<file path="src/rtl/seg7_scan_decoder.sv">
// seg7_scan_decoder: rebuilds a scanned 7-segment display into stable BCD frames on a valid/ready stream.
// Defining SEG_BIN_EN adds a CONVERT state and the bin_out port carrying the binary value of the frame.
module seg7_scan_decoder #(
  parameter int NUM_DIGITS    = 4,
  parameter int STABLE_FRAMES = 2,
  parameter int BIN_W         = 14
) (
  input  logic                    clk,
  input  logic                    rst_n,
  input  logic [6:0]              seg_in,
  input  logic [NUM_DIGITS-1:0]   an_in,
  input  logic                    sample_en,
  output logic [4*NUM_DIGITS-1:0] bcd_out,
  output logic [NUM_DIGITS-1:0]   err_out,
  output logic                    out_valid,
  input  logic                    out_ready
`ifdef SEG_BIN_EN
  ,
  output logic [BIN_W-1:0]        bin_out
`endif
);

  typedef enum logic [1:0] {
    ST_COLLECT = 2'd0,
    ST_COMPARE = 2'd1,
    ST_CONVERT = 2'd2,
    ST_PUBLISH = 2'd3
  } state_e;

  localparam logic [3:0]            STABLE_TGT = 4'(STABLE_FRAMES);
  localparam logic [NUM_DIGITS-1:0] MASK_FULL  = {NUM_DIGITS{1'b1}};
  localparam logic [NUM_DIGITS-1:0] MASK_NONE  = {NUM_DIGITS{1'b0}};

  // Returns {err, nibble}: digits 0-9, blank as 4'hA, anything else 4'hF with err.
  function automatic logic [4:0] decode_seg(input logic [6:0] pat);
    logic [4:0] r;
    case (pat)
      7'h7E:   r = {1'b0, 4'h0};
      7'h30:   r = {1'b0, 4'h1};
      7'h6D:   r = {1'b0, 4'h2};
      7'h79:   r = {1'b0, 4'h3};
      7'h33:   r = {1'b0, 4'h4};
      7'h5B:   r = {1'b0, 4'h5};
      7'h5F:   r = {1'b0, 4'h6};
      7'h70:   r = {1'b0, 4'h7};
      7'h7F:   r = {1'b0, 4'h8};
      7'h7B:   r = {1'b0, 4'h9};
      7'h00:   r = {1'b0, 4'hA};
      default: r = {1'b1, 4'hF};
    endcase
    return r;
  endfunction

  state_e                  state_q, state_d;
  logic [NUM_DIGITS-1:0]   mask_q, mask_d;
  logic [4*NUM_DIGITS-1:0] work_bcd_q, work_bcd_d;
  logic [NUM_DIGITS-1:0]   work_err_q, work_err_d;
  logic [4*NUM_DIGITS-1:0] prev_bcd_q, prev_bcd_d;
  logic [NUM_DIGITS-1:0]   prev_err_q, prev_err_d;
  logic [3:0]              stable_q, stable_d;
  logic [4*NUM_DIGITS-1:0] bcd_q, bcd_d;
  logic [NUM_DIGITS-1:0]   err_q, err_d;
  logic                    valid_q, valid_d;
`ifdef SEG_BIN_EN
  logic [BIN_W-1:0]        acc_q, acc_d;
  logic [BIN_W-1:0]        bin_q, bin_d;
  logic [3:0]              conv_idx_q, conv_idx_d;
  logic [3:0]              conv_dig_s;
`endif

  logic [4:0] dec_s;
  logic [3:0] sel_cnt_s;
  logic       sel_onehot_s;
  logic       frame_match_s;

  assign dec_s         = decode_seg(seg_in);
  assign frame_match_s = (work_bcd_q == prev_bcd_q) && (work_err_q == prev_err_q);

  // Digit select must have exactly one bit set to address a slot.
  always_comb begin
    sel_cnt_s = 4'd0;
    for (int i = 0; i < NUM_DIGITS; i++) begin
      sel_cnt_s = sel_cnt_s + {3'b000, an_in[i]};
    end
    sel_onehot_s = (sel_cnt_s == 4'd1);
  end

`ifdef SEG_BIN_EN
  // Digit currently being folded into the accumulator; blank and error count as zero.
  always_comb begin
    conv_dig_s = 4'd0;
    for (int i = 0; i < NUM_DIGITS; i++) begin
      if (4'(i) == conv_idx_q) begin
        conv_dig_s = (prev_bcd_q[4*i +: 4] <= 4'd9) ? prev_bcd_q[4*i +: 4] : 4'd0;
      end else begin
        conv_dig_s = conv_dig_s;
      end
    end
  end
`endif

  // Next-state and datapath for the collect/compare/convert/publish sequence.
  always_comb begin
    state_d    = state_q;
    mask_d     = mask_q;
    work_bcd_d = work_bcd_q;
    work_err_d = work_err_q;
    prev_bcd_d = prev_bcd_q;
    prev_err_d = prev_err_q;
    stable_d   = stable_q;
    bcd_d      = bcd_q;
    err_d      = err_q;
    valid_d    = valid_q;
`ifdef SEG_BIN_EN
    acc_d      = acc_q;
    bin_d      = bin_q;
    conv_idx_d = conv_idx_q;
`endif
    case (state_q)
      ST_COLLECT: begin
        if (sample_en && sel_onehot_s) begin
          for (int i = 0; i < NUM_DIGITS; i++) begin
            if (an_in[i]) begin
              work_bcd_d[4*i +: 4] = dec_s[3:0];
              work_err_d[i]        = dec_s[4];
            end else begin
              work_err_d[i]        = work_err_d[i];
            end
          end
          mask_d = mask_q | an_in;
        end else begin
          mask_d = mask_q;
        end
        if (mask_d == MASK_FULL) begin
          state_d = ST_COMPARE;
        end else begin
          state_d = ST_COLLECT;
        end
      end
      ST_COMPARE: begin
        mask_d = MASK_NONE;
        if (frame_match_s) begin
          stable_d = (stable_q == 4'd15) ? 4'd15 : stable_q + 4'd1;
        end else begin
          prev_bcd_d = work_bcd_q;
          prev_err_d = work_err_q;
          stable_d   = 4'd1;
        end
        // A saturated count must not republish an unchanged display.
        if ((stable_d == STABLE_TGT) && !(frame_match_s && (stable_q == 4'd15))) begin
`ifdef SEG_BIN_EN
          state_d    = ST_CONVERT;
          acc_d      = {BIN_W{1'b0}};
          conv_idx_d = 4'(NUM_DIGITS - 1);
`else
          state_d    = ST_PUBLISH;
`endif
        end else begin
          state_d = ST_COLLECT;
        end
      end
`ifdef SEG_BIN_EN
      ST_CONVERT: begin
        acc_d = (acc_q << 3) + (acc_q << 1) + {{(BIN_W-4){1'b0}}, conv_dig_s};
        if (conv_idx_q == 4'd0) begin
          state_d = ST_PUBLISH;
        end else begin
          conv_idx_d = conv_idx_q - 4'd1;
        end
      end
`endif
      ST_PUBLISH: begin
        if (!valid_q) begin
          bcd_d   = prev_bcd_q;
          err_d   = prev_err_q;
          valid_d = 1'b1;
`ifdef SEG_BIN_EN
          bin_d   = acc_q;
`endif
        end else if (out_ready) begin
          valid_d = 1'b0;
          state_d = ST_COLLECT;
        end else begin
          valid_d = 1'b1;
        end
      end
      default: begin
        state_d = ST_COLLECT;
        mask_d  = MASK_NONE;
        valid_d = 1'b0;
      end
    endcase
  end

  // State and datapath registers.
  always_ff @(posedge clk or negedge rst_n) begin
    if (!rst_n) begin
      state_q    <= ST_COLLECT;
      mask_q     <= MASK_NONE;
      work_bcd_q <= {(4*NUM_DIGITS){1'b0}};
      work_err_q <= MASK_NONE;
      prev_bcd_q <= {(4*NUM_DIGITS){1'b0}};
      prev_err_q <= MASK_NONE;
      stable_q   <= 4'd0;
      bcd_q      <= {(4*NUM_DIGITS){1'b0}};
      err_q      <= MASK_NONE;
      valid_q    <= 1'b0;
`ifdef SEG_BIN_EN
      acc_q      <= {BIN_W{1'b0}};
      bin_q      <= {BIN_W{1'b0}};
      conv_idx_q <= 4'd0;
`endif
    end else begin
      state_q    <= state_d;
      mask_q     <= mask_d;
      work_bcd_q <= work_bcd_d;
      work_err_q <= work_err_d;
      prev_bcd_q <= prev_bcd_d;
      prev_err_q <= prev_err_d;
      stable_q   <= stable_d;
      bcd_q      <= bcd_d;
      err_q      <= err_d;
      valid_q    <= valid_d;
`ifdef SEG_BIN_EN
      acc_q      <= acc_d;
      bin_q      <= bin_d;
      conv_idx_q <= conv_idx_d;
`endif
    end
  end

  assign bcd_out   = bcd_q;
  assign err_out   = err_q;
  assign out_valid = valid_q;
`ifdef SEG_BIN_EN
  assign bin_out   = bin_q;
`endif

endmodule

</file>
<file path="config.mk">
export PLATFORM = sky130hd
export DESIGN_NAME = seg7_scan_decoder
export DESIGN_NICKNAME = d
export VERILOG_FILES = /design/src/rtl/seg7_scan_decoder.sv
export SDC_FILE = /design/constraint.sdc
export NUM_CORES = 1
export LEC_CHECK = 0
export CORE_ASPECT_RATIO = 0.6
export CORE_MARGIN = 3
export CORE_UTILIZATION = 45
export CTS_CLUSTER_DIAMETER = 40
export DETAILED_ROUTE_END_ITERATION = 16
export PLACE_DENSITY = 0.76
export SYNTH_ARGS = -nofsm -noshare
export SYNTH_HDL_FRONTEND = slang
export SYNTH_SLANG_ARGS = --single-unit
</file>
<file path="constraint.sdc">
create_clock -name clk -period 2 [get_ports clk]
set_input_delay 0.4 -clock clk [delete_from_list [all_inputs] [get_ports clk]]
set_output_delay 0.4 -clock clk [all_outputs]
set_load 0.005 [all_outputs]
</file>
==> qor.yml <==
hold_class: "flip-flop to flip-flop"
synth_edf_count: 0
cts-root-buf: "clkbuf_16"
p_leak_nw: 1.90
die_x_um: 116
clkPwrFrac_pct: 27.5
drive_gt1_share_pct: 38.9
synth_area_per_cell_sq_um: 11.6
violations: "negative setup slack"
finalPower_w: 0.00521
clock_latency_ns: 0.33
fin_worst_skew_ns: 0.00331
cp-endpoint: "work_bcd_q[2]"
layout.nets: 367
worstPathRequired_ns: 2.22
drt-total-wl_mm: 7.74
tightest_slew_ns: 0.619
cp_max_fo: 5
drv_cap: 0
first_iter_violations: 174
post-dp-hpwl_mm: 5.24
insertedDiodeCount: 0
drtAntennaViolNets: 0
rsz0062_at_grt: "true"
status: "finished with violations"
viasPerCell: 5.50
relSlewSlack_pct: 58.4
cts_buffers: 9
end_kind: "flip-flop"
synthesis.nets: 302
syn-cell-area_sq_um: 3290
fp.dieH_um: 72.3
drc: 0
whs_path_depth: 1
clkTransAtPathRegs_ns: 0.05
startpoint_type: "primary input"
gr-total-overflow: 0
synth_top_cell_by_area: "dfrtp_1"
synthDistinctLibCells: 40
setup_ws_ns: -0.217
seq_area_frac_synth_pct: 54.0
grt_pass1_wl_mm: 12.4
cts_tree: "built"
p_sw_w: 0.00165
clock_sinks: 71
synth_top_cell_area_share_pct: 54.0
drt_pass1_iterations: 4
row_count: 23
grt_pass1_vias: 2545
synthFlopType: "dfrtp_1"
routabilityCongestion: 0.819
crit_chain: "buf_8 > inv_4 > fa_1 > inv_1 > ha_2 > ha_4 > nor4bb_4 > buf_4 > and3_4 > mux2_4"
start_util_pct: 47.9
reg2reg_depth: 6
io_pins: 36
slowest_stage: "fa_1"
htreeDepth: 3
sequentialPowerShare_pct: 44.7
grt_max_degree: 37
clock_path_buffers: 2
setup_viol: 25
num_vias: 2416
io_buffers: 35
ir_worst_vdd_mv: 0.526
utilization_pct: 64.3
hp-start: "bcd_out[5]"
crit_type: "primary input to flip-flop"
die_area_sq_um: 8410
ys_warn_count: 0
ff2ff_setup_slack_ns: 0.21
regArea_sq_um: 1780
crit_start: "an_in[1]"
internal_power_w: 0.00356
arrival_ns: 2.43
avgRoutedWirePerCell_um: 17.6
slew_viol_final: 0
synth_commonest_cells: "dfrtp_1, mux2_2, nand2_1"
r2r-end: "prev_bcd_q[14]"
max_stage_delay_ns: 0.53
regToRegStartpoint: "prev_bcd_q[6]"
syn2layout_area_growth_pct: 34.3
multiInputGateArea_sq_um: 1610
coreArea_sq_um: 6880
fmax_mhz: 451
netlist_instances: 283
path_buf_inv: 4
fillCellCount: 544
ys_ff_latch: 71
synth_area_leaders: "dfrtp_1, mux2_2, xnor2_1"
crit_cells: 10
cpLargestDelayFamily: "adder cells"
grt_use_total_pct: 19.8
hold_violations: 0
period_share_pct: 111
comb_power_share_pct: 27.7
yosysMostFrequentCell: "dfrtp_1"
antenna_found_initial: 0
post-route-min-period_ns: 2.22
netSwitchingFraction_pct: 31.7
p_per_area_nw_per_um2: 1180
async_flop_share_pct: 100
-- cell families (layout without fill, tap and decap cells) --
| family | count (synthesis) | in the layout | share of synthesized area, % |
|---|---|---|---|
| adders and majority gates | 4 | 4 | 1.75 |
| xor gates and xnor gates | 23 | 23 | 6.12 |
| and+or+nand+nor | 80 | 80 | 12.7 |
| muxes | 44 | 44 | 15.0 |
| DFF | 71 | 71 | 54.0 |
| AOI/OAI and AO/OA | 41 | 41 | 7.75 |
| buffers and inverters | 20 | 89 | 2.74 |
-- through the flow --
stage / cell area, sq um / cells / TNS [ns] / hold slack (ns) / setup WS, ns
5_1_grt: 4420 / 439 / -5.85 / 0.507 / -0.310
2_1_floorplan: 3320 / 283 / -9.57 / 0.104 / -0.551
4_1_cts: 4360 / 439 / -3.94 / 0.476 / -0.225
6_report: 4420 / 439 / -4.15 / 0.500 / -0.217
3_3_place_gp: 3950 / 421 / -26.45 / 0.337 / -1.11
3_5_place_dp: 3950 / 421 / -28.76 / 0.340 / -1.19
-- routing by layer --
layer | vias up | GRT usage (%) | share of wire [%]
li1 | 1133 | - | -
met3 | 14 | 9.00 | 7.1
met1 | 1203 | 25.2 | 44
met4 | 0 | 5.66 | 1.7
met5 | - | 2.42 | 0
met2 | 66 | 30.6 | 47
-- state kept, by name (all words and copies together), names as in the netlist --
| name | flops |
|---|---|
| mask_q | 4 |
| bcd_out | 16 |
| stable_q | 4 |
| state_q | 2 |
| err_out | 4 |
| prev_err_q | 4 |
| work_bcd_q | 16 |
| prev_bcd_q | 16 |
| work_err_q | 4 |
| out_valid | 1 |
-- worst reg2reg max path: stages, from the launching register on --
cell     delay [ns]
dfrtp_1        0.41
xnor2_1        0.21
nand4_1        0.16
nor2_1         0.27
a21oi_1        0.16
buf_12         0.18
mux2_2         0.29
-- area by class of cell --
type                       count  share of cell area [%]
sequential                    71                    40.2
multi-input combinational    192                    36.3
timing repair buffer          67                    14.2
clock buffer                  12                    5.57
tap                           87                    2.46
inverter                       7                   0.820
clock inverter                 3                   0.453
-- timing repair --
action,4_1_cts,5_1_grt
gates resized for setup,55,17
hold buffers,1,0
gates cloned,1,0
setup endpoints to repair,25,25
setup buffers,1,0
pin swaps,12,10
endpoints found under the hold margin,13,0
-- worst min path at each step --
stage | end | slack, ns
floorplan | bcd_out[0] | 0.10
global placement | bcd_out[10] | 0.34
detailed placement | bcd_out[12] | 0.34
CTS | work_bcd_q[13] | 0.48
global route | work_err_q[3] | 0.51
finish | bcd_out[5] | 0.50
-- cell usage in the layout, fill, tap and decap left out, types with 2 or more instances in the layout --
master           instances
a21oi_1                  7
a21oi_2                  2
a31oi_1                 12
and3_1                   2
and3_4                   4
buf_12                   2
buf_2                    2
buf_4                   25
buf_6                    5
clkbuf_1                 2
clkbuf_16                9
clkdlybuf4s50_1         31
clkinvlp_4               2
dfrtp_1                 71
inv_1                    4
mux2_2                  40
mux2_4                   4
nand2_1                 11
nand2_2                  8
nand2_4                  4
nand3_1                  6
nand3b_1                 2
nand4_1                  6
nor2_1                  10
nor2_2                   8
nor3_1                   5
o21a_1                   4
o21ai_0                  4
o21ai_1                  3
o21ai_2                  5
xnor2_1                 22
-- power groups by stage --
| stage | Clock [W] | Combinational [W] | Sequential, W |
|---|---|---|---|
| after floorplan | 0 | 0.000976 | 0.00217 |
| after global placement | 0 | 0.00123 | 0.00229 |
| after detailed placement | 0 | 0.00128 | 0.00231 |
| after CTS | 0.00146 | 0.00139 | 0.00230 |
| after global routing | 0.00153 | 0.00159 | 0.00240 |
| final | 0.00143 | 0.00144 | 0.00233 |
Note: power is estimated with default switching activity, not from simulation.
